File: src/rtl/lcd_i2c_encoder.sv
// HD44780 transfer to PCF8574 I2C word stream (4-bit mode).
// One LCD byte or init nibble becomes one START..STOP write transaction.
module lcd_i2c_encoder #(
   parameter logic [6:0] ADDR      = 7'h27,
   parameter logic [2:0] CMD_START = 3'h1,
   parameter logic [2:0] CMD_WRITE = 3'h2,
   parameter logic [2:0] CMD_STOP  = 3'h3
) (
   input  logic       CLK,
   input  logic       reset,
   input  logic       in_valid,
   output logic       in_ready,
   input  logic       in_rs,
   input  logic [7:0] in_data,
   input  logic       in_nibble_only,
   input  logic       backlight,
   output logic       out_valid,
   input  logic       out_ready,
   output logic [2:0] out_cmd,
   output logic [7:0] out_data,
   output logic       busy,
   output logic       done_tick
);

   typedef enum logic [2:0] {
      S_IDLE, S_START, S_ADDR, S_HI_EN,
      S_HI, S_LO_EN, S_LO, S_STOP
   } state_t;

   state_t     state;
   state_t     adv;
   logic [7:0] d_q;
   logic       rs_q;
   logic       nib_q;
   logic       bl_q;

   // Expander byte: {nibble, BL, EN, RW=0, RS}
   function automatic logic [10:0] word_for(
      input state_t     s,
      input logic [7:0] d,
      input logic       rs_i,
      input logic       bl_i
   );
      logic [10:0] w;
      w = '0;
      case (s)
         S_START: w = {CMD_START, 8'h00};
         S_ADDR:  w = {CMD_WRITE, ADDR, 1'b0};
         S_HI_EN: w = {CMD_WRITE, d[7:4], bl_i, 1'b1, 1'b0, rs_i};
         S_HI:    w = {CMD_WRITE, d[7:4], bl_i, 1'b0, 1'b0, rs_i};
         S_LO_EN: w = {CMD_WRITE, d[3:0], bl_i, 1'b1, 1'b0, rs_i};
         S_LO:    w = {CMD_WRITE, d[3:0], bl_i, 1'b0, 1'b0, rs_i};
         S_STOP:  w = {CMD_STOP, 8'h00};
         default: w = '0;
      endcase
      return w;
   endfunction

   always_comb begin
      adv = S_IDLE;
      case (state)
         S_START: adv = S_ADDR;
         S_ADDR:  adv = S_HI_EN;
         S_HI_EN: adv = S_HI;
         S_HI:    adv = nib_q ? S_STOP : S_LO_EN;
         S_LO_EN: adv = S_LO;
         S_LO:    adv = S_STOP;
         default: adv = S_IDLE;
      endcase
   end

   always_ff @(posedge CLK) begin
      if (reset) begin
         state     <= S_IDLE;
         d_q       <= '0;
         rs_q      <= 1'b0;
         nib_q     <= 1'b0;
         bl_q      <= 1'b0;
         in_ready  <= 1'b1;
         out_valid <= 1'b0;
         out_cmd   <= '0;
         out_data  <= '0;
         busy      <= 1'b0;
         done_tick <= 1'b0;
      end else begin
         done_tick <= 1'b0;
         if (state == S_IDLE) begin
            if (in_valid) begin
               d_q       <= in_data;
               rs_q      <= in_rs;
               nib_q     <= in_nibble_only;
               bl_q      <= backlight;
               state     <= S_START;
               in_ready  <= 1'b0;
               out_valid <= 1'b1;
               busy      <= 1'b1;
               out_cmd   <= CMD_START;
               out_data  <= 8'h00;
            end
         end else if (out_ready) begin
            state <= adv;
            {out_cmd, out_data} <= word_for(adv, d_q, rs_q, bl_q);
            if (adv == S_IDLE) begin
               in_ready  <= 1'b1;
               out_valid <= 1'b0;
               busy      <= 1'b0;
               done_tick <= 1'b1;
            end
         end
      end
   end

endmodule

File: config.mk
export PLATFORM = sky130hd
export DESIGN_NAME = lcd_i2c_encoder
export DESIGN_NICKNAME = d
export VERILOG_FILES = /design/src/rtl/lcd_i2c_encoder.sv
export SDC_FILE = /design/constraint.sdc
export NUM_CORES = 1
export LEC_CHECK = 0
export CAP_MARGIN = 5
export CELL_PAD_IN_SITES_DETAIL_PLACEMENT = 1
export CELL_PAD_IN_SITES_GLOBAL_PLACEMENT = 2
export CORE_MARGIN = 5
export CORE_UTILIZATION = 30
export CTS_CLUSTER_DIAMETER = 80
export DETAILED_ROUTE_END_ITERATION = 8
export PLACE_DENSITY = 0.84
export SYNTH_ARGS = -nofsm -noshare
export SYNTH_HDL_FRONTEND = slang
export SYNTH_SLANG_ARGS = --single-unit
File: constraint.sdc
create_clock -name CLK -period 4 [get_ports CLK]
set_input_delay 1.2 -clock CLK [delete_from_list [all_inputs] [get_ports CLK]]
set_output_delay 1.2 -clock CLK [all_outputs]
set_load 0.005 [all_outputs]
==> results.txt, run 1 <==
----------------------------------------------------
[Clock tree]
  Number of clock sinks ... 27
  Number of hold buffers added after CTS ... 0
  Clock Pin Slew Worst Setup and Hold Paths ... 0.10 ns
  Latest clock arrival within the worst-skew pair ... 0.27 ns
  Quantity of gates resized following cts ... 0
  CTS H-tree lvls ... 1
  Clock tree root driver cell ... sky130_fd_sc_hd__clkbuf_8
  Longest Clk Path Bufs ... 2
  CTS tree ... built
  Number of buffers added for setup after CTS ... 0
  Number of buffers added by the clock tree synthesis step ... 3

[Logic synthesis]
  Post-synth EDFFs ... 0
  Share of flip-flops with an asynchronous set or reset ... 0%
  Cell types with the highest counts after synthesis ... sky130_fd_sc_hd__nand2_1, sky130_fd_sc_hd__dfxtp_1, sky130_fd_sc_hd__a21oi_1
  Seq/Total Area, Yosys ... 46.80%
  Dominant cell type by area after synthesis ... sky130_fd_sc_hd__dfxtp_1
  Number of distinct library cells after synthesis ... 31
  Area share of the largest cell type after synthesis ... 46.80%
  Gate count of the mapped netlist ... 130
  Count of warnings emitted by yosys ... 0
  Mapped Nets ... 145
  Syn Area/Cell ... 8.884 µm²
  Area contributors post-synth ... sky130_fd_sc_hd__dfxtp_1, sky130_fd_sc_hd__nand2_1, sky130_fd_sc_hd__a21oi_1, sky130_fd_sc_hd__a22oi_1, sky130_fd_sc_hd__o2bb2ai_1
  Post-synth design cell area ... 1155 µm²
  Synthesized flop and latch total ... 27
  Most used flip-flop cell after synthesis ... sky130_fd_sc_hd__dfxtp_1
  Leading cell type by number of instances after synthesis ... sky130_fd_sc_hd__nand2_1

[STA]
  Max transition margin ... 63.13%
  Final Critical Period ... 2.424 ns
  Crit share post-route ... 60.61%
  Worst-Margin Slew ... 0.5523 ns
  Final-report max-slew violation count ... 0
  Count of final hold-check violations ... 0
  Highest attainable clock frequency ... 0.4125 GHz
  Worst Hold Margin ... 0.4555 ns
  Setup TNS Final ... 0 ns
  Unrepaired setup endpoints after global routing ... false
  Setup clock skew after layout ... 0.003846 ns
  Final-report setup violation count ... 0

[Cells and area]
  Number of nets at the end of the flow ... 170
  Finished Cell Area ... 1501 µm²
  Layout-stage area growth over the synthesis result ... 30.01%
  Antenna diode count ... 0
  Layout cells sized above 1 ... 7.143%
  Utilization after layout ... 40.71%

[Floorplanning]
  Vert. Die Dim ... 72.05 µm
  Starting utilization of the core area ... 31.31%
  Core area ... 3689 µm²
  Boundary Pins ... 30
  Die Wd ... 72.05 µm
  Die area ... 5190 µm²
  Total number of placement rows ... 22

[GRT]
  Via count of the first global-routing pass ... 1019
  Largest net degree at the start of global routing ... 24
  Antenna violations before repair ... 0
  Remaining global-route overflow ... 0
  First-pass GRT wire length ... 4823 µm
  Total GRT Usage ... 11.58%

[Power]
  Net switching power of the design ... 0.1657 mW
  Internal power consumption ... 0.4254 mW
  Sequential power share ... 53.0%
  Static leakage ... 0.5483 nW
  Worst supply voltage drop on vdd ... 0.1634 mV
  Switching Share ... 28.03%
  Clock network fraction of total power ... 26.7%
  Total power ... 0.5911 mW
  Pwr dens ... 393.7 nW/µm²
  Combinational share of power ... 20.3%

[Placed design]
  Detailed placement HPWL ... 2090 µm
  DP Area ... 1455 µm²
  Final weighted congestion in routability-driven placement ... 0.6965
  IO buf count ... 28

[Worst setup path]
  Required time of the critical path ... 4.18 ns
  Worst flop-to-flop path endpoint ... out_cmd[1]
  R2r setup slk ... 2.38 ns
  Critical Path Fanout Max ... 13
  Worst Path Class, Setup ... input pin to flip-flop
  Element type at the critical path start ... input pin
  Reg2reg path depth ... 5
  Arrival time of data at the critical path endpoint ... 2.60 ns
  Critical Path Sink Type ... flip-flop
  Startpoint of the worst setup timing path ... in_valid
  Worst setup path endpoint ... out_cmd[1]
  Origin of the critical flop-to-flop path ... state[0]

[Job]
  Max-cap violations ... 0

[Route]
  Remaining number of nets flagged by the antenna check after routing ... 0
  DR vias ... 967
  Post-detailed-route DRC marker count ... 0
  Number of vias per cell after detailed routing ... 4.787
  Detailed-route wire length ... 2819 µm
  Routed length per instance ... 13.96 µm
  Initial DRC Count ... 48
  Count of TritonRoute iterations in the first routing pass ... 3

[Worst hold path]
  Worst hold path type ... flip-flop to flip-flop
  Number of cells on the worst hold path ... 2

[Outcome]
  Outcome ... complete, no violations

----------------------------------------------------
## layout make-up
type / count / area (µm²)
Fill cell: 444 / 2187
Multi-Input combinational cell: 93 / 559.3
Sequential cell: 27 / 540.5
Timing Repair Buffer: 30 / 295.3
Tap cell: 48 / 60.06
Clock buffer: 3 / 41.29
Clock inverter: 1 / 5.005
## state kept, by name, summed over array words and instances, names as in the netlist
| signal | count |
|---|---|
| bl_q | 1 |
| busy | 1 |
| d_q | 8 |
| done_tick | 1 |
| in_ready | 1 |
| nib_q | 1 |
| out_cmd | 2 |
| out_data | 8 |
| rs_q | 1 |
| state | 3 |
## power groups by stage
stage	Clock, mW	Sequential (mW)	Combinational, mW
floorplan	0	0.309	0.0820
global placement	0	0.318	0.118
detailed placement	0	0.319	0.122
CTS	0.160	0.313	0.123
global route	0.169	0.318	0.134
finish	0.158	0.313	0.120
## cells by family (layout without fill, tap and decap cells)
logic type | Yosys count | in the layout | share of synthesized area [%]
muxes | 1 | 1 | 0.8668
xor gates and xnor gates | 1 | 1 | 0.7585
buffers and inverters | 10 | 34 | 4.767
other | 1 | 1 | 0.3247
AOI/OAI and AO/OA | 39 | 39 | 22.97
DFF | 27 | 27 | 46.80
and+or+nand+nor | 51 | 51 | 23.51
## layout by cell type, fill, tap and decap left out
cell type	synthesis	routed
sky130_fd_sc_hd__nor4b_4	1	1
sky130_fd_sc_hd__and3_1	1	1
sky130_fd_sc_hd__clkinv_2	0	1
sky130_fd_sc_hd__mux2i_1	1	1
sky130_fd_sc_hd__o311ai_1	1	1
sky130_fd_sc_hd__nor3_1	2	2
sky130_fd_sc_hd__clkbuf_8	0	3
sky130_fd_sc_hd__a21bo_1	1	1
sky130_fd_sc_hd__nor2_1	3	3
sky130_fd_sc_hd__dfxtp_1	27	27
sky130_fd_sc_hd__nand3_1	1	1
sky130_fd_sc_hd__o211ai_1	2	2
sky130_fd_sc_hd__a21oi_4	1	1
sky130_fd_sc_hd__clkdlybuf4s50_1	0	28
sky130_fd_sc_hd__xnor2_1	1	1
sky130_fd_sc_hd__and2b_4	1	1
sky130_fd_sc_hd__a2bb2oi_1	2	2
sky130_fd_sc_hd__o21ai_0	2	2
sky130_fd_sc_hd__nor3b_2	1	1
sky130_fd_sc_hd__conb_1	1	1
sky130_fd_sc_hd__nand3b_1	3	3
sky130_fd_sc_hd__a22oi_1	5	5
sky130_fd_sc_hd__o2bb2ai_1	4	4
sky130_fd_sc_hd__a21oi_1	17	17
sky130_fd_sc_hd__a211oi_1	1	1
sky130_fd_sc_hd__a21o_1	2	2
sky130_fd_sc_hd__nor2b_1	5	5
sky130_fd_sc_hd__buf_4	3	2
sky130_fd_sc_hd__o21a_1	1	1
sky130_fd_sc_hd__nand2b_1	3	3
sky130_fd_sc_hd__or3_4	1	1
sky130_fd_sc_hd__nand2_1	29	29
## layer usage
metal | part of all wire, % | wire (µm) | GRT usage, % | vias to the layer above
met2 | 45 | 1280 | 18.47 | 19
met5 | 0 | 0 | 0 | -
met4 | 1.0 | 29 | 3.132 | 0
met3 | 3.7 | 104 | 3.047 | 4
met1 | 50 | 1405 | 15.47 | 451
li1 | - | - | - | 493
## worst min-delay path by stage
stage	start	to	slack (ns)
6_report	out_data[0]	out_data[0]	0.46
5_1_grt	d_q[1]	d_q[1]	0.49
2_1_floorplan	d_q[0]	d_q[0]	0.44
3_5_place_dp	in_ready	in_ready	0.45
4_1_cts	out_data[0]	out_data[0]	0.46
3_3_place_gp	in_ready	in_ready	0.44
## metrics by stage
stage	setup slack, ns	std cells
detailed placement	1.272	198
CTS	1.570	202
floorplan	1.982	130
finish	1.576	202
global route	1.512	202
global placement	1.309	198
## worst max-delay path, stage by stage
cell and delay, ns:
sky130_fd_sc_hd__clkdlybuf4s50_1 0.51, sky130_fd_sc_hd__nor4b_4 0.19, sky130_fd_sc_hd__buf_4 0.24, sky130_fd_sc_hd__a21oi_4 0.07, sky130_fd_sc_hd__and2b_4 0.21, sky130_fd_sc_hd__a21bo_1 0.18
Power figures use the tool's default switching activity.
==> run 2, diff against run 1 <==
- CORE_UTILIZATION: 30 -> 27
- PLACE_DENSITY: 0.84 -> 0.77
- clock period: 4 -> 2.53 ns (I/O delays scaled with it)
==> run 2 against run 1 <==
Die area is 9.5% higher; setup slack worse by 0.98 ns; critical path depth down 5; combinational power rose by 59%; cell count is 1.5% higher; clock power up 62%; critical path type is now flip-flop to primary output.
==> results.txt, run 2 (same netlist as run 1, synthesis figures left out) <==
----------------------------------------------------
[Outcome]
  Outcome ... complete, no violations

[Route]
  Initial DRC Count ... 15 (-69%)
  DR vias ... 973 (+0.62%)
  Detailed-route wire length ... 2896 µm (+2.7%)
  Number of vias per cell after detailed routing ... 4.746 (-0.85%)
  Routed length per instance ... 14.13 µm (+1.2%)
  Count of TritonRoute iterations in the first routing pass ... 4 (+1)
  Post-detailed-route DRC marker count ... 0 (unchanged)
  Remaining number of nets flagged by the antenna check after routing ... 0 (unchanged)

[Placed design]
  DP Area ... 1465 µm² (+0.69%)
  Final weighted congestion in routability-driven placement ... 0.7216 (+3.6%)
  IO buf count ... 28 (unchanged)
  Detailed placement HPWL ... 2177 µm (+4.1%)
  Pre-CTS setup slack ... 0.3903 ns (-0.8819 ns)

[Worst setup path]
  Worst flop-to-flop path endpoint ... rs_q
  Kind of cell adding the most delay to the critical path ... buffers and inverters
  Required time of the critical path ... 1.77 ns (-2.41 ns)
  Worst Path Class, Setup ... flip-flop to primary output
  Buffer and inverter count on the worst path ... 1 (-1)
  Origin of the critical flop-to-flop path ... state[2]
  Reg2reg path depth ... 4 (-1)
  Max stage delay on crit path ... 0.53 ns (+0.02 ns)
  Logic depth of the worst path, buffers included ... 1 (-5)
  R2r setup slk ... 0.93 ns (-1.45 ns)
  Critical Path Sink Type ... primary output
  Cells traversed along the worst timing path ... clkdlybuf4s50_1
  Slowest-stage cell, CP ... sky130_fd_sc_hd__clkdlybuf4s50_1
  Element type at the critical path start ... flip-flop
  Critical Path Fanout Max ... 3 (-10)
  Arrival time of data at the critical path endpoint ... 1.18 ns (-1.42 ns)
  Worst setup path endpoint ... out_data[1]
  Startpoint of the worst setup timing path ... out_data[1]

[STA]
  Worst-Margin Slew ... 0.5628 ns (+0.01050 ns)
  Setup TNS Final ... 0 ns (unchanged)
  Unrepaired setup endpoints after global routing ... false
  Final setup margin ... 0.5957 ns (-0.9798 ns)
  Setup clock skew after layout ... 0.002618 ns (-0.001228 ns)
  Highest attainable clock frequency ... 0.5170 GHz
  Max transition margin ... 62.43% (-0.70 points)
  Count of final hold-check violations ... 0 (unchanged)
  Final-report setup violation count ... 0 (unchanged)
  Final Critical Period ... 1.934 ns
  Final-report max-slew violation count ... 0 (unchanged)
  Crit share post-route ... 76.45%

[Cells and area]
  Most common cell after layout, fill and taps aside ... sky130_fd_sc_hd__nand2_1
  Commonest cells after routing, fill and taps aside ... sky130_fd_sc_hd__nand2_1, sky130_fd_sc_hd__clkdlybuf4s50_1, sky130_fd_sc_hd__dfxtp_1
  Fill cell count ... 485 (+9.2%)
  Registers with the highest flip-flop counts ... d_q: 8 flops, out_data: 8 flops, state: 3 flops
  Antenna diode count ... 0 (unchanged)
  Number of nets at the end of the flow ... 171 (+0.59%)
  Layout-stage area growth over the synthesis result ... 31.09%
  Combined area of the multi-input logic cells ... 559.3 µm² (unchanged)
  Layout cells sized above 1 ... 7.742% (+0.60 points)
  Total area of sequential cells ... 540.5 µm² (unchanged)
  Finished Cell Area ... 1514 µm² (+0.83%)

[Clock tree]
  Longest Clk Path Bufs ... 2 (unchanged)
  Clock tree root driver cell ... sky130_fd_sc_hd__clkbuf_8
  Quantity of gates resized following cts ... 0 (unchanged)
  Number of hold buffers added after CTS ... 0 (unchanged)
  Number of clock sinks ... 27 (unchanged)
  Number of buffers added for setup after CTS ... 0 (unchanged)
  CTS H-tree lvls ... 1 (unchanged)
  Latest clock arrival within the worst-skew pair ... 0.27 ns (about the same)
  Number of buffers added by the clock tree synthesis step ... 3 (unchanged)
  CTS tree ... built
  Clock Pin Slew Worst Setup and Hold Paths ... 0.10 ns (about the same)

[Worst hold path]
  Worst hold path type ... flip-flop to flip-flop

[GRT]
  First-pass GRT wire length ... 4968 µm (+3.0%)
  Remaining global-route overflow ... 0 (unchanged)
  Largest net degree at the start of global routing ... 17 (-29%)
  Total GRT Usage ... 11.34% (-0.24 points)
  Via count of the first global-routing pass ... 1020 (+0.098%)
  Antenna violations before repair ... 0 (unchanged)

[Power]
  Worst supply voltage drop on vdd ... 0.2128 mV (+30%)
  Static leakage ... 0.5494 nW (+0.19%)
  Pwr dens ... 622.3 nW/µm² (+58%)

[Floorplanning]
  Boundary Pins ... 30 (unchanged)
  Starting utilization of the core area ... 28.26% (-3.0 points)
  Die Wd ... 75.40 µm (+4.7%)
  Total number of placement rows ... 23 (+4.5%)
  Die area ... 5685 µm² (+9.5%)
  Core area ... 4086 µm² (+11%)
  Vert. Die Dim ... 75.40 µm (+4.7%)

[Job]
  Max-cap violations ... 0 (unchanged)

----------------------------------------------------
-- run 2: cell count changes in the layout (fill, tap and decap cells not counted) --
| cell | change |
|---|---|
| sky130_fd_sc_hd__clkinv_2 | -1 |
| sky130_fd_sc_hd__buf_4 | +1 |
| sky130_fd_sc_hd__clkinvlp_4 | +1 |
-- run 2: worst min-delay path by stage --
stage | start | cells past startpoint | slack [ns] | endpoint
after floorplan | d_q[0] | 2 | 0.44 | d_q[0]
after global placement | in_ready | 2 | 0.44 | in_ready
after detailed placement | d_q[0] | 2 | 0.45 | d_q[0]
after CTS | d_q[0] | 2 | 0.47 | d_q[0]
after global routing | d_q[6] | 2 | 0.48 | d_q[6]
final | out_data[0] | 2 | 0.46 | out_data[0]
-- run 2: metrics by stage --
step / instances / hold slack, ns / util (%) / power [mW]
after floorplan: 130 / 0.4360 / - / 0.6186
after global placement: 201 / 0.4398 / 35.85 / 0.6934
after detailed placement: 201 / 0.4503 / 35.85 / 0.7005
after CTS: 205 / 0.4653 / 37.05 / 0.9580
after global routing: 205 / 0.4837 / 37.05 / 0.9986
final: 205 / 0.4592 / 37.05 / 0.9421
-- run 2: power breakdown --
group          switching [mW]  total [mW]  internal, mW
registers              0.0370       0.495         0.458
logic                  0.0863       0.191         0.105
clock network           0.144       0.256         0.112
-- run 2: metal layers --
layer,GRT usage [%],up-vias,share of wire (%)
met5,0,-,0
met4,3.107,0,0.86
met3,2.111,4,3.9
met2,17.83,17,47
met1,15.89,454,48
li1,-,498,-
-- run 2: cell type report --
cell class	count	area share, %
Clock inverter	1	0.4959
Multi-Input combinational cell	93	36.94
Timing Repair Buffer	31	20.00
Tap cell	50	4.132
Clock buffer	3	2.727
Sequential cell	27	35.70
